**src/rtl/stepper_phase_monitor.sv**
```systemverilog
// Receive-side monitor for the ULN2003 half-step coil pattern: tracks step direction,
// absolute position and floor, and flags illegal patterns, skipped phases and range overrun.
module stepper_phase_monitor #(
  parameter int unsigned STEPS_PER_FLOOR = 8,
  parameter int unsigned FLOORS          = 3,
  parameter int unsigned POS_W           = 16,
  parameter int unsigned IDLE_CYCLES     = 1000
) (
  input  logic             clk,
  input  logic             rst,
  input  logic [3:0]       phase,
  input  logic             home,
  input  logic             err_clr,
  output logic [POS_W-1:0] pos,
  output logic [1:0]       floor,
  output logic             at_floor,
  output logic             step_pulse,
  output logic             dir_up,
  output logic             moving,
  output logic             err_illegal,
  output logic             err_skip,
  output logic             err_range
);

  localparam int unsigned SUB_W  = $clog2(STEPS_PER_FLOOR);
  localparam int unsigned IDLE_W = $clog2(IDLE_CYCLES + 1);
  localparam logic [POS_W-1:0]  TOP       = POS_W'((FLOORS - 1) * STEPS_PER_FLOOR);
  localparam logic [SUB_W-1:0]  SUB_MAX   = SUB_W'(STEPS_PER_FLOOR - 1);
  localparam logic [IDLE_W-1:0] IDLE_MAX  = IDLE_W'(IDLE_CYCLES);
  localparam logic [IDLE_W-1:0] IDLE_LAST = IDLE_W'(IDLE_CYCLES - 1);

  typedef enum logic {UNSYNC, TRACK} state_t;

  state_t            state_q, state_d;
  logic [3:0]        phase_q;
  logic [2:0]        last_q, last_d;
  logic [SUB_W-1:0]  sub_q, sub_d;
  logic [POS_W-1:0]  pos_d;
  logic [1:0]        flr_d;
  logic              dir_d, pulse_d, at_d;
  logic              ill_ev, skip_ev, rng_ev, up_try, dn_try;
  logic              vld;
  logic [2:0]        idx, delta;
  logic [IDLE_W-1:0] idle_q;

  always_comb begin
    vld = 1'b1;
    idx = '0;
    unique case (phase_q)
      4'b1000: idx = 3'd0;
      4'b1100: idx = 3'd1;
      4'b0100: idx = 3'd2;
      4'b0110: idx = 3'd3;
      4'b0010: idx = 3'd4;
      4'b0011: idx = 3'd5;
      4'b0001: idx = 3'd6;
      4'b1001: idx = 3'd7;
      default: vld = 1'b0;
    endcase
  end

  assign delta = idx - last_q;

  always_comb begin
    state_d = state_q;
    last_d  = last_q;
    pos_d   = pos;
    sub_d   = sub_q;
    flr_d   = floor;
    dir_d   = dir_up;
    pulse_d = 1'b0;
    ill_ev  = 1'b0;
    skip_ev = 1'b0;
    rng_ev  = 1'b0;
    up_try  = 1'b0;
    dn_try  = 1'b0;
    unique case (state_q)
      UNSYNC: begin
        if (vld) begin
          last_d  = idx;
          state_d = TRACK;
        end else if (phase_q != '0) begin
          ill_ev = 1'b1;
        end
      end
      TRACK: begin
        if (!vld) begin
          if (phase_q != '0) begin
            ill_ev  = 1'b1;
            state_d = UNSYNC;
          end
        end else if (idx != last_q) begin
          last_d = idx;
          if (delta == 3'd1)      up_try  = 1'b1;
          else if (delta == 3'd7) dn_try  = 1'b1;
          else                    skip_ev = 1'b1;
        end
      end
      default: state_d = UNSYNC;
    endcase

    // home swallows a coincident step entirely, but the pattern is still consumed into last_idx
    if (up_try && !home) begin
      dir_d = 1'b1;
      if (pos == TOP) begin
        rng_ev = 1'b1;
      end else begin
        pos_d   = pos + 1'b1;
        pulse_d = 1'b1;
        if (sub_q == SUB_MAX) begin
          sub_d = '0;
          flr_d = floor + 2'd1;
        end else begin
          sub_d = sub_q + 1'b1;
        end
      end
    end
    if (dn_try && !home) begin
      dir_d = 1'b0;
      if (pos == '0) begin
        rng_ev = 1'b1;
      end else begin
        pos_d   = pos - 1'b1;
        pulse_d = 1'b1;
        if (sub_q == '0) begin
          sub_d = SUB_MAX;
          flr_d = floor - 2'd1;
        end else begin
          sub_d = sub_q - 1'b1;
        end
      end
    end
    if (home) begin
      pos_d = '0;
      sub_d = '0;
      flr_d = '0;
    end
    at_d = (sub_d == '0);
  end

  always_ff @(posedge clk) begin
    if (rst) begin
      state_q     <= UNSYNC;
      phase_q     <= '0;
      last_q      <= '0;
      pos         <= '0;
      sub_q       <= '0;
      floor       <= '0;
      at_floor    <= 1'b0;
      step_pulse  <= 1'b0;
      dir_up      <= 1'b0;
      moving      <= 1'b0;
      idle_q      <= '0;
      err_illegal <= 1'b0;
      err_skip    <= 1'b0;
      err_range   <= 1'b0;
    end else begin
      state_q     <= state_d;
      phase_q     <= phase;
      last_q      <= last_d;
      pos         <= pos_d;
      sub_q       <= sub_d;
      floor       <= flr_d;
      at_floor    <= at_d;
      step_pulse  <= pulse_d;
      dir_up      <= dir_d;
      err_illegal <= (err_illegal & ~err_clr) | ill_ev;
      err_skip    <= (err_skip & ~err_clr) | skip_ev;
      err_range   <= (err_range & ~err_clr) | rng_ev;
      if (pulse_d) begin
        idle_q <= '0;
        moving <= 1'b1;
      end else if (idle_q != IDLE_MAX) begin
        idle_q <= idle_q + 1'b1;
        if (idle_q == IDLE_LAST) moving <= 1'b0;
      end
    end
  end

endmodule

```
**config.mk**
```make
export PLATFORM = sky130hd
export DESIGN_NAME = stepper_phase_monitor
export DESIGN_NICKNAME = d
export VERILOG_FILES = /design/src/rtl/stepper_phase_monitor.sv
export SDC_FILE = /design/constraint.sdc
export NUM_CORES = 1
export LEC_CHECK = 0
export BUFFER_PORTS_ARGS = -buffer_cell sky130_fd_sc_hd__buf_2
export CAP_MARGIN = 20
export CORE_AREA = 4 4 101 112
export CTS_CLUSTER_SIZE = 12
export DETAILED_ROUTE_END_ITERATION = 16
export DIE_AREA = 0 0 105 116
export PLACE_DENSITY = 0.38
export SYNTH_ARGS = -nofsm -noshare
export SYNTH_HDL_FRONTEND = slang
export SYNTH_SLANG_ARGS = --single-unit
```
**constraint.sdc**
```tcl
create_clock -name clk -period 7.6 [get_ports clk]
set_clock_uncertainty 0.05 [all_clocks]
set_input_delay 2.28 -clock clk [delete_from_list [all_inputs] [get_ports clk]]
set_output_delay 2.28 -clock clk [all_outputs]
set_load 0.005 [all_outputs]
```
==> summary.txt, run 1 <==
Route
  • Iter 0 DRT Violations: around 110
  • Drt first pass iters: 4
  • Detail Route Antenna Nets: 0
  • Drt via density: around 4.7
  • Routed vias: approximately 2100
  • DR WL/cell: 13.4 um
  • Drt drc: 0
  • Total Wirelength: ~6000 um

Timing
  • Final Hold Fails: 0
  • RSZ-0062 raised after global routing: no
  • Setup violations, final: 0
  • Setup TNS: 0 ns
  • Worst slew pin tran: approximately 0.64 ns
  • Tcrit/Tclk final: between 50% and 60%
  • Min Clock Period, post-route: 4.04 ns
  • Max Slew Vio Count: 0
  • Peak Freq: between 200 and 250 MHz
  • Rel. slew slack: between 50% and 60%
  • Hold WS: 0.417 ns
  • Final worst slack: 3.56 ns

Synth
  • Syn_nets: around 310
  • Most common cell in the netlist: dfxtp_1
  • Synth top cells by count: dfxtp_1 (46), nor2_1 (45), xnor2_1 (21)
  • Post-Syn Area per Cell: around 8.5 um2
  • Yosys top cell area share: between 30 and 40%
  • Synth Flop Type: dfxtp_1
  • Register area share after synthesis: between 30% and 40%
  • Ranking of synthesized cells by area: dfxtp_1 (37%), xnor2_1 (7.4%), nor2_1 (6.8%)
  • Yosys warnings: 0
  • Seq cells post-synth: 46
  • Synth Cell Area: between 2000 and 2500 um2
  • Number of synthesized flops with an enable pin: 0
  • Synth area leader: dfxtp_1
  • Cell variety after synth: slightly above 50
  • Synth async-reset ratio: 0%
  • Synth Instances: 294

Worst setup path
  • Worst EP required: about 7.8 ns
  • Critical path launch point type: input pin
  • Worst Setup End Kind: flip-flop
  • Worst path arrival time: around 4.2 ns
  • CP Max Fanout: 10
  • Worst Setup Path Type: in -> reg

Floorplan
  • Starting density of the core: between 20% and 30%
  • Io pins: 33
  • Core ar.: 10200 um2
  • Die X: about 110 um
  • Cell Rows: 39
  • Total Die Area: 12200 um2
  • Die height: about 120 um

Clock network
  • Clk sinks: 46
  • CTS tree: built
  • Hold Buf Count CTS: 0
  • Post-cts resize count: 0
  • H-Tree Depth: 2
  • Setup bufs post-CTS: 0
  • Clock Pin Slew Worst Setup and Hold Paths: 0.07 ns
  • Skew-Pair Late Insertion Delay: just under 0.3 ns
  • Root Buffer: clkbuf_16
  • Max clock buf depth: 2
  • TritonCTS Buffers: 5

Power
  • LEAKAGE: between 1 and 1.5 nW
  • PD cells: between 150 and 200 nW/um2
  • VDD IR max: about 0.096 mV

Finish
  • Area Growth Syn to Fin: 16.7%
  • Final Net Count: 342
  • Fill cells: 1134
  • Post-route cell area: between 2000 and 3000 um2
  • N_diodes: 0
  • Post-Layout Cell Count: 447
  • Share of layout cells above drive strength 1: between 10% and 20%

Global routing
  • Vias in the first global route: 2094
  • Total gr overflow: 0
  • First-pass GRT wire length: about 10000 um
  • Largest net degree at the start of global routing: 20
  • Overall routing resource usage: between 10% and 20%
  • Initial antenna violation count: 0

Hold path
  • Worst hold-check path type: reg -> reg

Placement
  • Gpl congestion: between 0.7 and 0.8
  • PortBufs: 32
  • DP Worst Slack: approximately 3.2 ns
  • Placed Cells: 439
  • Area after DPL: 2760 um2
  • Post-DP HPWL: ~4400 um

Job
  • Number of max-cap violations: 0

Run status
  • Result of the run: finished, final reports clean
[power breakdown]
part           internal, mW  switching, mW  total, mW  leakage (nW)
clock                 0.124          0.100      0.224        0.0704
combinational        0.0223         0.0359     0.0582         0.659
sequential            0.247        0.00696      0.254         0.374
total                 0.393          0.143      0.536          1.10
[placed cells by master (no fill, tap or decap), drive strengths merged, types with 6 or more instances in the layout]
master | netlist | routed
a211oi | 9 | 9
nor2 | 45 | 45
ha | 10 | 10
o22ai | 6 | 6
buf | 6 | 32
nand2b | 8 | 8
o21ai | 6 | 6
nor2b | 7 | 7
a21oi | 12 | 12
nand4 | 9 | 9
nand3 | 9 | 9
xor2 | 9 | 9
xnor2 | 21 | 21
nand2 | 19 | 19
inv | 15 | 16
dfxtp | 46 | 46
[per-stage QoR]
stage / power [mW] / util [%]
detailed placement: 0.319 / 26.9
finish: 0.536 / 28.4
global placement: 0.318 / 26.9
global route: 0.563 / 28.4
floorplan: 0.304 / -
CTS: 0.548 / 28.4
[metal layers]
metal  part of all wire, %  track usage [%]  vias to the layer above  routed length (um)
met5                     0                0                        -                   0
li1                      -                -                     1095                   -
met1                    49             13.1                      986                2910
met4                   1.5             3.41                        0                  87
met3                   3.3             2.67                        6                 198
met2                    46             16.7                       32                2780
[registers in the layout, indices dropped and copies added (netlist names), 2 cells and up]
name     cells
sub_q        3
last_q       3
pos         16
idle_q      10
floor        2
phase_q      4
[logic make-up (layout without fill, tap and decap cells)]
| family | count (synthesis) | after routing | share of synthesized area, % |
|---|---|---|---|
| simple gates | 127 | 127 | 26.5 |
| compound gates | 53 | 53 | 14.9 |
| flops | 46 | 46 | 37.0 |
| xor+xnor | 30 | 30 | 10.8 |
| buf+inv | 25 | 55 | 4.22 |
| fa+ha+maj | 11 | 11 | 5.83 |
| mux | 2 | 2 | 0.804 |
[path summary, 6_finish.rpt]
kind | start | to | slack, ns | depth (start not counted)
worst max register to register | phase_q[2] | at_floor | 4.22 | 10
worst min register to register | err_skip | err_skip | 0.42 | 2
worst min-delay path | err_skip | err_skip | 0.42 | 2
worst max-delay path | home | at_floor | 3.56 | 8
[cell type report]
class,instances,area (um2),area share [%]
multi-input combinational,223,1470,50.4
sequential,46,921,31.7
timing repair buffer,32,160,5.51
tap,123,154,5.29
clock buffer,5,125,4.30
inverter,15,56.3,1.94
clock inverter,3,25.0,0.861
[worst max-delay path, cell delays in order]
cell	delay (ns)
buf_2	0.14
nor2_1	0.10
nand4_1	0.22
a211oi_1	0.51
nand2_1	0.36
o21ai_0	0.19
a211oi_1	0.12
nor4_1	0.28
No activity file was read; power rests on OpenSTA's default activity.
==> inputs of run 2 (changes only) <==
PLACE_DENSITY = 0.4   (was 0.38)
clock period = 3.45 ns   (was 7.6 ns; I/O delays follow)
==> run 2 against run 1 <==
  * Non-clock buffer count up 5
  * Global-route usage is 0.097 points higher
  * Via count rose by 0.85%
  * Design area rose by 3.1%
  * Sequential power grew 120%
  * Sequential share of layout area down 0.94 points
  * First-iteration DRC count fell by 45%
  * Routed wire length is 1.1% lower
  * Power is 150% higher
  * Largest cell class unchanged
  * Largest power group is now clock
==> summary.txt, run 2 (synthesis gave the netlist of run 1 again) <==
Run status
  • Result of the run: finished, final reports clean (unchanged)

Job
  • Number of max-cap violations: 0 (unchanged)

Clock network
  • Root Buffer: clkbuf_16 (unchanged)
  • TritonCTS Buffers: 5 (unchanged)
  • Clk sinks: 46 (unchanged)
  • Max clock buf depth: 2 (unchanged)
  • Skew-Pair Late Insertion Delay: 0.29 ns (about the same)
  • Clock Pin Slew Worst Setup and Hold Paths: 0.07 ns (about the same)
  • CTS tree: built (unchanged)
  • H-Tree Depth: 2 (unchanged)

Worst setup path
  • Crit. path cell count: 10 (was 8)
  • Number of cells on the worst reg-to-reg path: 10 (unchanged)
  • Worst Setup End Kind: flip-flop (unchanged)
  • Reg2reg end: pos[11] (was at_floor)
  • Worst Setup EP: pos[11] (was at_floor)
  • Critical path's largest stage delay: 0.67 ns (was 0.51 ns)
  • Family with the most delay on the worst path: compound AO/OA/AOI/OAI gates (was simple AND/OR/NAND/NOR gates)
  • Crit-path slowest cell: fa_1 (was a211oi_1)
  • Worst path arrival time: 3.34 ns (was 4.19 ns)
  • Crit path launch: phase_q[1] (was home)
  • Setup slack, reg-to-reg: 0.23 ns (was 4.22 ns)
  • CP dominant cell by count: inv_1 (was a211oi_1)
  • Reg2reg start: phase_q[1] (was phase_q[2])
  • Critical path launch point type: flip-flop (was input pin)
  • CP Buf/Inv Count: 2 (was 1)
  • Worst EP required: 3.56 ns (was 7.75 ns)
  • Worst Setup Path Type: reg -> reg (was in -> reg)
  • CP Max Fanout: 7 (was 10)
  • CP cell instances: nand2b_1, o22ai_1, inv_1, fa_1, inv_1, a211oi_2, nand4_1, o32ai_1, xnor2_1, nor2_1 (was buf_2, nor2_1, nand4_1, a211oi_1, nand2_1, o21ai_0, a211oi_1, nor4_1)

Floorplan
  • Die height: 116 um (unchanged)
  • Starting density of the core: 24.3% (unchanged)
  • Core ar.: 10200 um2 (unchanged)
  • Cell Rows: 39 (unchanged)
  • Die X: 105 um (unchanged)
  • Io pins: 33 (unchanged)
  • Total Die Area: 12200 um2 (unchanged)

Power
  • Clock power frac: 47.4% (was 41.8%)
  • LEAKAGE: 1.16 nW (was 1.10 nW)
  • PD cells: 446 nW/um2 (was 185 nW/um2)
  • Gate power share: 10.7% (was 10.8%)
  • Reg power frac: 41.9% (was 47.4%)
  • Net Switching: 0.314 mW (was 0.143 mW)
  • Switching share of total power: 23.5% (was 26.7%)
  • VDD IR max: 0.169 mV (was 0.0957 mV)
  • Internal power consumption: 1.02 mW (was 0.393 mW)

Timing
  • Peak Freq: roughly 310 MHz
  • Tcrit/Tclk final: around 93%
  • Setup violations, final: 0 (unchanged)
  • Setup TNS: 0 ns (unchanged)
  • Worst slew pin tran: 0.464 ns (was 0.641 ns)
  • RSZ-0062 raised after global routing: yes (was no)
  • Final Hold Fails: 0 (unchanged)
  • Rel. slew slack: 68.8% (was 56.9%)
  • Min Clock Period, post-route: about 3.2 ns
  • Max Slew Vio Count: 0 (unchanged)

Finish
  • Most frequent cells in the layout: dfxtp_1 (46), nor2_1 (45), buf_2 (32) (unchanged)
  • Fill cells: 1089 (was 1134)
  • Post-Layout Cell Count: 452 (was 447)
  • Post-route cell area: 3000 um2 (was 2910 um2)
  • Top flop regs: pos x16, idle_q x10, phase_q x4 (unchanged)
  • FF+latch area: 921 um2 (unchanged)
  • Multi-input logic area: 1470 um2 (about the same)
  • N_diodes: 0 (unchanged)
  • Area Growth Syn to Fin: 20.2% (was 16.7%)
  • Most common cell after layout, fill and taps aside: dfxtp_1 (unchanged)
  • Max reg flops: 16 (unchanged)
  • Biggest register: pos (unchanged)
  • Final Net Count: 347 (was 342)
  • Share of layout cells above drive strength 1: 17.3% (was 15.7%)

Route
  • Drt via density: 4.73 (was 4.74)
  • Total Wirelength: 5910 um (was 5970 um)
  • Iter 0 DRT Violations: 58 (was 106)
  • DR WL/cell: 13.1 um (was 13.4 um)
  • Drt first pass iters: 4 (unchanged)
  • Drt drc: 0 (unchanged)
  • Detail Route Antenna Nets: 0 (unchanged)
  • Routed vias: 2137 (was 2119)

Placement
  • Area after DPL: 2780 um2 (was 2760 um2)
  • Post-DP HPWL: 4410 um (was 4430 um)
  • Placed Cells: 442 (was 439)
  • Gpl congestion: 0.730 (was 0.753)
  • PortBufs: 32 (unchanged)

Global routing
  • Total gr overflow: 0 (unchanged)
  • First-pass GRT wire length: 10200 um (was 10100 um)
  • Vias in the first global route: 2086 (was 2094)
  • Overall routing resource usage: 10.3% (was 10.2%)
  • Largest net degree at the start of global routing: 20 (unchanged)
  • Initial antenna violation count: 0 (unchanged)

Hold path
  • Worst hold-check path type: reg -> reg (unchanged)
==> run 2: changes by cell type in the layout (fill, tap and decap cells not counted) <==
cell and delta:
buf_4 +5, xnor2_2 +1, inv_6 -1, bufinv_16 +2
xnor2_1 -1, clkinvlp_4 -1
==> run 2: worst min path at each step <==
stage	endpoint	cells past startpoint	startpoint
after floorplan	err_skip	2	err_skip
after global placement	err_skip	2	err_skip
after detailed placement	err_skip	2	err_skip
after CTS	err_skip	2	err_skip
after global routing	err_illegal	2	err_illegal
final	err_skip	2	err_skip
==> run 2: power by group through the flow <==
stage | clock network (mW) | logic, mW | registers [mW]
finish | 0.633 | 0.143 | 0.559
global route | 0.677 | 0.164 | 0.562
CTS | 0.660 | 0.132 | 0.559
detailed placement | 0 | 0.132 | 0.572
global placement | 0 | 0.131 | 0.572
floorplan | 0 | 0.104 | 0.566
==> run 2: timing repair <==
action / in CTS / in global routing
buffers inserted: 0 / 2
endpoints found under the setup margin: 0 / 15
hold buffers: 0 / 0
gates resized for setup: 0 / 1
==> run 2: worst min-delay path, stage by stage, from the launching register on <==
cell and delay, ns:
dfxtp_1 0.31, nand2b_1 0.06, a21oi_1 0.05
==> run 2: layer usage <==
layer | global-route usage [%] | vias up | share of wire [%]
met2 | 17.3 | 25 | 48
met3 | 2.28 | 7 | 2.9
met1 | 13.0 | 1009 | 48
met5 | 0 | - | 0
met4 | 3.76 | 0 | 1.5
li1 | - | 1096 | -
==> run 2: cell type report <==
cell class	instances	share of cell area, %
tap	123	5.14
timing repair buffer	37	6.60
multi-input combinational	223	49.2
clock buffer	5	4.18
clock inverter	3	2.30
sequential	46	30.7
inverter	15	1.88
==> run 2: metrics by stage <==
step	util, %	worst slack (ns)	power [mW]	hold slack [ns]
finish	29.2	0.229	1.34	0.414
global route	29.2	-0.0399	1.40	0.436
CTS	29.0	0.172	1.35	0.419
detailed placement	27.1	0.190	0.703	0.408
global placement	27.1	0.215	0.703	0.419
floorplan	-	0.567	0.669	0.411
